--- config.mk ---
export PLATFORM = sky130hd
export DESIGN_NAME = ram_copy_engine
export DESIGN_NICKNAME = d
export VERILOG_FILES = /design/src/rtl/ram_copy_engine.sv
export SDC_FILE = /design/constraint.sdc
export NUM_CORES = 1
export LEC_CHECK = 0
export CORE_MARGIN = 2
export CORE_UTILIZATION = 35
export DETAILED_ROUTE_END_ITERATION = 8
export PLACE_DENSITY = 0.6
export REMOVE_ABC_BUFFERS = 1
export SETUP_SLACK_MARGIN = 0.05
export SYNTH_ARGS = -nofsm -noshare
export SYNTH_HDL_FRONTEND = slang
export SYNTH_SLANG_ARGS = --single-unit
--- constraint.sdc ---
create_clock -name clk -period 2.83 [get_ports clk]
set_input_delay 0.566 -clock clk [delete_from_list [all_inputs] [get_ports clk]]
set_output_delay 0.566 -clock clk [all_outputs]
set_load 0.1 [all_outputs]
--- src/rtl/ram_copy_engine.sv ---
// Block copy / block fill initiator that masters the data RAM's single synchronous port.
// Optional running write checksum output when RAM_COPY_CHECKSUM_EN is defined.
module ram_copy_engine #(
   parameter int ADDR_WIDTH = 12,
   parameter int DATA_WIDTH = 8
) (
   input  logic                  clk,
   input  logic                  rst_n,
   input  logic                  start,
   input  logic                  mode,
   input  logic [ADDR_WIDTH-1:0] src_addr,
   input  logic [ADDR_WIDTH-1:0] dst_addr,
   input  logic [ADDR_WIDTH:0]   length,
   input  logic [DATA_WIDTH-1:0] fill_value,
   input  logic                  abort,
   output logic                  busy,
   output logic                  done,
   output logic                  ram_we,
   output logic [ADDR_WIDTH-1:0] ram_addr,
   output logic [DATA_WIDTH-1:0] ram_wdata,
   input  logic [DATA_WIDTH-1:0] ram_rdata
`ifdef RAM_COPY_CHECKSUM_EN
   ,
   output logic [DATA_WIDTH-1:0] checksum
`endif
);

   // state  | meaning
   // S_IDLE | waiting for start, RAM port unused
   // S_RD   | copy: present source address
   // S_WR   | copy: write returned read data to destination
   // S_FILL | fill: write latched constant to destination
   // S_FIN  | one-cycle done pulse, then back to idle
   typedef enum logic [2:0] {
      S_IDLE = 3'd0,
      S_RD   = 3'd1,
      S_WR   = 3'd2,
      S_FILL = 3'd3,
      S_FIN  = 3'd4
   } state_t;

   localparam logic [ADDR_WIDTH-1:0] ADDR_ONE = {{(ADDR_WIDTH-1){1'b0}}, 1'b1};
   localparam logic [ADDR_WIDTH:0]   CNT_ONE  = {{ADDR_WIDTH{1'b0}}, 1'b1};

   state_t                  state, state_nxt;
   logic [ADDR_WIDTH-1:0]   src_ptr;
   logic [ADDR_WIDTH-1:0]   dst_ptr;
   logic [ADDR_WIDTH:0]     cnt;
   logic [DATA_WIDTH-1:0]   fill_reg;
   logic                    load;
   logic                    adv_src;
   logic                    adv_dst;
   logic                    last_word;

   assign last_word = (cnt == CNT_ONE);

   always_ff @(posedge clk or negedge rst_n) begin
      if (!rst_n) begin
         state <= S_IDLE;
      end else begin
         state <= state_nxt;
      end
   end

   always_comb begin
      state_nxt = state;
      load      = 1'b0;
      adv_src   = 1'b0;
      adv_dst   = 1'b0;
      case (state)
         S_IDLE: begin
            if (start) begin
               load = 1'b1;
               if (length == '0) begin
                  state_nxt = S_FIN;
               end else if (mode) begin
                  state_nxt = S_FILL;
               end else begin
                  state_nxt = S_RD;
               end
            end
         end
         S_RD: begin
            state_nxt = S_WR;
         end
         S_WR: begin
            adv_src   = 1'b1;
            adv_dst   = 1'b1;
            state_nxt = last_word ? S_FIN : S_RD;
         end
         S_FILL: begin
            adv_dst   = 1'b1;
            state_nxt = last_word ? S_FIN : S_FILL;
         end
         S_FIN: begin
            state_nxt = S_IDLE;
         end
         default: begin
            state_nxt = S_IDLE;
         end
      endcase
      // abort overrides sequencing only once an operation is underway
      if (state != S_IDLE && abort) begin
         state_nxt = S_IDLE;
      end
   end

   always_ff @(posedge clk or negedge rst_n) begin
      if (!rst_n) begin
         src_ptr  <= '0;
         dst_ptr  <= '0;
         cnt      <= '0;
         fill_reg <= '0;
      end else if (load) begin
         src_ptr  <= src_addr;
         dst_ptr  <= dst_addr;
         cnt      <= length;
         fill_reg <= fill_value;
      end else begin
         if (adv_src) begin
            src_ptr <= src_ptr + ADDR_ONE;
         end
         if (adv_dst) begin
            dst_ptr <= dst_ptr + ADDR_ONE;
            cnt     <= cnt - CNT_ONE;
         end
      end
   end

   // RAM port is decoded from state and registers; only write data passes ram_rdata through
   always_comb begin
      busy      = (state != S_IDLE);
      done      = (state == S_FIN);
      ram_we    = 1'b0;
      ram_addr  = '0;
      ram_wdata = '0;
      case (state)
         S_RD: begin
            ram_addr = src_ptr;
         end
         S_WR: begin
            ram_we    = 1'b1;
            ram_addr  = dst_ptr;
            ram_wdata = ram_rdata;
         end
         S_FILL: begin
            ram_we    = 1'b1;
            ram_addr  = dst_ptr;
            ram_wdata = fill_reg;
         end
         default: begin
            ram_we = 1'b0;
         end
      endcase
   end

`ifdef RAM_COPY_CHECKSUM_EN
   always_ff @(posedge clk or negedge rst_n) begin
      if (!rst_n) begin
         checksum <= '0;
      end else if (load) begin
         checksum <= '0;
      end else if (ram_we) begin
         checksum <= checksum + ram_wdata;
      end
   end
`endif

endmodule

; After elaboration in Yosys (flattened, before gate mapping)
; Cells that the tools add are included.
[totals]
rom_bits = 0
mem_bits_rw = 0
mem_count = 0
input_bits = 58
elab_cells = 40
latchBits = 0
out_inout_bits = 23
register_bits = 48
[classes]
eq_ne = 6
add_sub_neg = 3
n_mux = 19
reduce_logical = 7
shift = 0
magnitude_cmp = 0
n_bitwise = 0
n_div = 0
n_mul = 0
[ops]
columns = op, count
row1 = $mux 12, 4
row2 = $mux 13, 2
row3 = $add 12x1->12 const B, 2
row4 = $pmux 12 s2, 1
row5 = $pmux 8 s2, 1
row6 = $mux 3, 5
row7 = $eq 13x1->1 const B, 1
row8 = $logic_not 13->1, 1
row9 = $sub 13x1->13 const B, 1
row10 = $pmux 3 s4, 1
row11 = $eq 3x2->1 const B, 2
row12 = $mux 1, 4
row13 = $reduce_bool 2->1, 2
row14 = $eq 3x1->1 const B, 1
row15 = $eq 3x3->1 const B, 1
row16 = $logic_not 3->1, 1
row17 = $ne 3x3->1 const B, 1
row18 = $reduce_bool 3->1, 1
row19 = $mux 2, 1
row20 = $reduce_or 2->1, 1
row21 = $logic_and 1x1->1, 1

; Longest topological paths before layout
[depth]
depth_word = 5
ltp_mapped = 7
mapped_depth_nobuf = 5

; Worst setup path before layout
; OpenSTA, ideal clock, no wires.
[synth_timing]
path_type = reg-to-output
startpoint = register state[2]
endpoint = output port ram_addr[0]
setup_slack_ns = -0.802
stages_incl_launch_ff = 7
t_arrival_ns = 3.066
path_buffers = 3
t_required_ns = 2.264
path_cell_list = dfrtp_1 clkbuf_1 nand2b_1 inv_1 buf_1 buf_1 a22o_1
[synth_between]
elab_chain_len = 3
elab_cells_between_ends = 5
classes_between = eq/ne (3) / mux (1) / reduce/logical (1)
[synth_rtl]
columns = element, line_no
row1 = start: declaration, 45  ; state_t state, state_nxt;
row2 = start signal: assignment, 61  ; state <= state_nxt;
row3 = $eq 3x2->1, 137  ; case (state)
row4 = $reduce_or 2->1 (no source line), --
row5 = $pmux 12 s2 *, 137
row6 = end: declaration, 19  ; output logic [ADDR_WIDTH-1:0] ram_addr,
; Mark *: on every way between the ends. The rest lies on a longest branch, timed or not.

; Final worst setup path
[layout_timing]
startpoint = register state[2]
endpoint = output port ram_addr[11]
; Same word-level chain as after synthesis.

==> PnR_summary.wiki <==
{| class="wikitable"
! Metric !! Value
|-
| Net count, final || 461
|-
| Critical Path Source || state[2]
|-
| Number of instances in the synthesized netlist || 325
|-
| Netlist Area Pre-Place || 2804 um^2
|-
| Die outline area || 8743 um^2
|-
| Top Ports || 81
|-
| Iteration-0 DRC Markers || 108
|-
| Power share of the combinational group || 65.8%
|-
| Final GP Congestion || 0.8306
|-
| Endpoint of the most critical setup path || ram_addr[11]
|-
| Element type at the critical path start || flop
|-
| Antenna Diode Count || 0
|-
| Antenna violations before repair || 0
|-
| Share of the clock period used by the worst path after layout || 89.74%
|-
| Number of H-tree levels || 2
|-
| Count of hold buffers inserted by post-cts repair || 0
|-
| Headroom to the max-slew limit || 57.69%
|-
| Final Slew Violations || 0
|-
| Number of DRC violations after detailed routing || 0
|-
| Power per cell area || 1340 nW/um^2
|-
| Via count of the first global-routing pass || 2734
|-
| Yosys warnings || 0
|-
| Root Driver || clkbuf_8
|-
| Total core area || 7727 um^2
|-
| Count of cell types in the netlist || 43
|-
| Largest registers in the final layout || cnt (13), dst_ptr (12), src_ptr (12)
|-
| Die boundary width || 93.51 um
|-
| Final routed wirelength across all metal layers || 7828 um
|-
| Relative area change from synthesis to final layout || 43.60%
|-
| Sinks on Clock Net || 48
|-
| Worst hold slack || 0.2708 ns
|-
| First-pass GRT wire length || 13570 um
|-
| Flip-flop count of the largest register after layout || 13
|-
| Routed length per instance || 15.59 um
|-
| Critical path class || flop to output pin
|-
| Flops & latches, synth || 48
|-
| TritonCTS clock tree || yes
|-
| Total iterations of the first detailed-routing run || 4
|-
| Share of the yosys chip area belonging to registers || 42.84%
|-
| Aggregate negative setup slack || 0 ns
|-
| Total internal power || 2.525 mW
|-
| Unrepaired setup endpoints after global routing || no
|-
| Worst Hold Class || primary input to asynchronous set/reset pin
|-
| Nature of the critical path endpoint || output pin
|-
| Number of buffers on the longest clock path || 2
|-
| Delay of the slowest cell on the worst path || 0.52 ns
|-
| Pwr Total || 5.394 mW
|-
| Clock insertion delay at the later pin of the skew report || 0.30 ns
|-
| Initial Utilization || 36.29%
|-
| Worst R2R End || dst_ptr[11]
|-
| Vias per std cell || 5.323
|-
| Predominant post-synthesis flop cell || dfrtp_1
|-
| Site Rows || 32
|-
| Via count || 2672
|-
| Cells traversed along the worst timing path || nand2b_1 > inv_1 > a22o_1 > buf_12
|-
| Clock tree skew after final layout || 0.009760 ns
|-
| Pin count of the biggest net entering global routing || 38
|-
| Register-to-register setup slack || 0.63 ns
|-
| Number of hold violations in the final report || 0
|-
| Setup violations, final || 0
|-
| Mean instance size in the synthesized netlist || 8.628 um^2
|-
| Post-synthesis async set-or-reset flop share || 100.0%
|-
| Post-DRT Antenna Nets || 0
|-
| Cell with the largest stage delay on the worst path || dfrtp_1
|-
| CP max FO || 17
|-
| Sequential group share of total power || 26.4%
|-
| Global-route usage over all layers || 19.64%
|-
| Clock-pin slew of the registers on the worst-case setup and hold paths || 0.09 ns
|-
| Number of filler cells placed in the layout || 714
|-
| Chip Height || 93.51 um
|-
| Post CTS Setup Buffer Count || 0
|-
| Switching part of the total || 53.18%
|-
| Endpoint required time on the critical path || 2.26 ns
|-
| Post_cts resized || 0
|-
| Cell count of the worst reg-to-reg path || 6
|-
| TritonCTS Buffers || 5
|-
| Register name with the most flops || cnt
|-
| Max IR drop VDD || 0.0005546 V
|-
| Switching component of the power || 2.868 mW
|-
| Outcome || completed
|-
| Leak pwr || 1.602 nW
|-
| Grt total ovfl || 0
|-
| Number of max-capacitance violations reported || 0
|-
| WP data arrival || 1.97 ns
|-
| HPWL reported at the end of detailed placement || 5800 um
|-
| Startpoint of the most critical register-to-register path || state[2]
|-
| Transition time at the pin with the least slew margin || 0.6267 ns
|-
| Max frequency || 0.3938 GHz
|-
| Number of enable-type register cells in the synthesized netlist || 0
|-
| Buffers on Ports || 80
|-
| Fraction of power consumed by the clock network || 7.9%
|-
| Minimum clock period after layout || 2.540 ns
|-
| Fraction of final layout cells sized beyond drive strength 1 || 11.25%
|}
## cells by family after synthesis
logic type      after synthesis  share of synthesized area (%)
compound gates               69                          17.18
xor+xnor                     15                          4.686
fa+ha+maj                     4                          1.785
buf+inv                      27                          3.614
flops                        48                          42.84
mux                           8                          2.856
simple gates                154                          27.04
## power by group through the flow
stage	clock, mW	combinational [mW]	sequential (mW)
2_1_floorplan	0	2.35	1.34
3_3_place_gp	0	3.53	1.42
3_5_place_dp	0	3.57	1.42
4_1_cts	0.441	3.58	1.41
5_1_grt	0.471	3.81	1.49
6_report	0.424	3.55	1.42
## how the worst min path moves through the flow
stage | end | slack (ns) | depth (start not counted)
after floorplan | cnt[0] | 0.27 | 0
after global placement | fill_reg[3] | 0.46 | 2
after detailed placement | fill_reg[3] | 0.47 | 2
after CTS | fill_reg[5] | 0.29 | 1
after global routing | fill_reg[5] | 0.30 | 1
final | fill_reg[5] | 0.27 | 1
## synthesized netlist by cell type, types with 7 or more instances
library cell  count  area share (%)
nand3_1          12             2.1
nor3_1           11             2.0
mux2i_1           8             2.9
a21oi_1           8             1.4
nor4_1           10             2.2
o21ai_0          17             3.0
dfrtp_1          48              43
nor2_1           23             3.1
a22o_1           12             3.7
nand2_1          67             9.0
xnor2_1          12             3.7
nand4_1           7             1.6
clkbuf_1         17             2.3
## stage by stage
stage | util (%) | instances | setup slack (ns) | area (um^2)
detailed placement | 50.89 | 494 | 0.5591 | 3933
finish | 52.10 | 502 | 0.2903 | 4026
floorplan | - | 304 | -2.776 | 2725
global route | 52.10 | 502 | 0.1636 | 4026
global placement | 50.89 | 494 | 0.5721 | 3933
CTS | 52.10 | 502 | 0.2925 | 4026
## cell type report
type,count,area [um^2],share of cell area (%)
Clock buffer,7,86.33,2.144
Clock inverter,1,7.507,0.1865
Inverter,6,22.52,0.5594
Multi-Input combinational cell,250,1508,37.45
Sequential cell,48,1201,29.83
Tap cell,102,127.6,3.170
Timing Repair Buffer,88,1074,26.66
## worst max-delay path, delay by kind of cell, from the launching register on
kind            cells  cell delay (ns)
compound gates      1             0.29
buf+inv             2             0.63
flops               1             0.52
simple gates        1             0.22
## layer usage
metal,vias up,GRT usage (%),part of all wire (%)
li1,1334,-,-
met1,1260,27.05,47
met2,72,31.35,46
met3,6,4.351,5.6
met4,0,4.902,1.1
met5,-,0,0
## cell usage in the layout, fill, tap and decap left out, drive strengths merged, types with 4 or more instances in the layout
master         Yosys  final
a21oi              8      8
a22o              12     12
buf                4     32
clkbuf            17      7
clkdlybuf4s50      0     56
dfrtp             48     48
ha                 4      4
inv                6      6
mux2i              8      8
nand2             67     67
nand3             12     12
nand4              7      7
nor2              23     23
nor3              11     11
nor4              10     10
o211ai             5      5
o21ai             20     20
o311ai             9      9
or4                4      4
xnor2             12     12
Power figures use the tool's default switching activity.
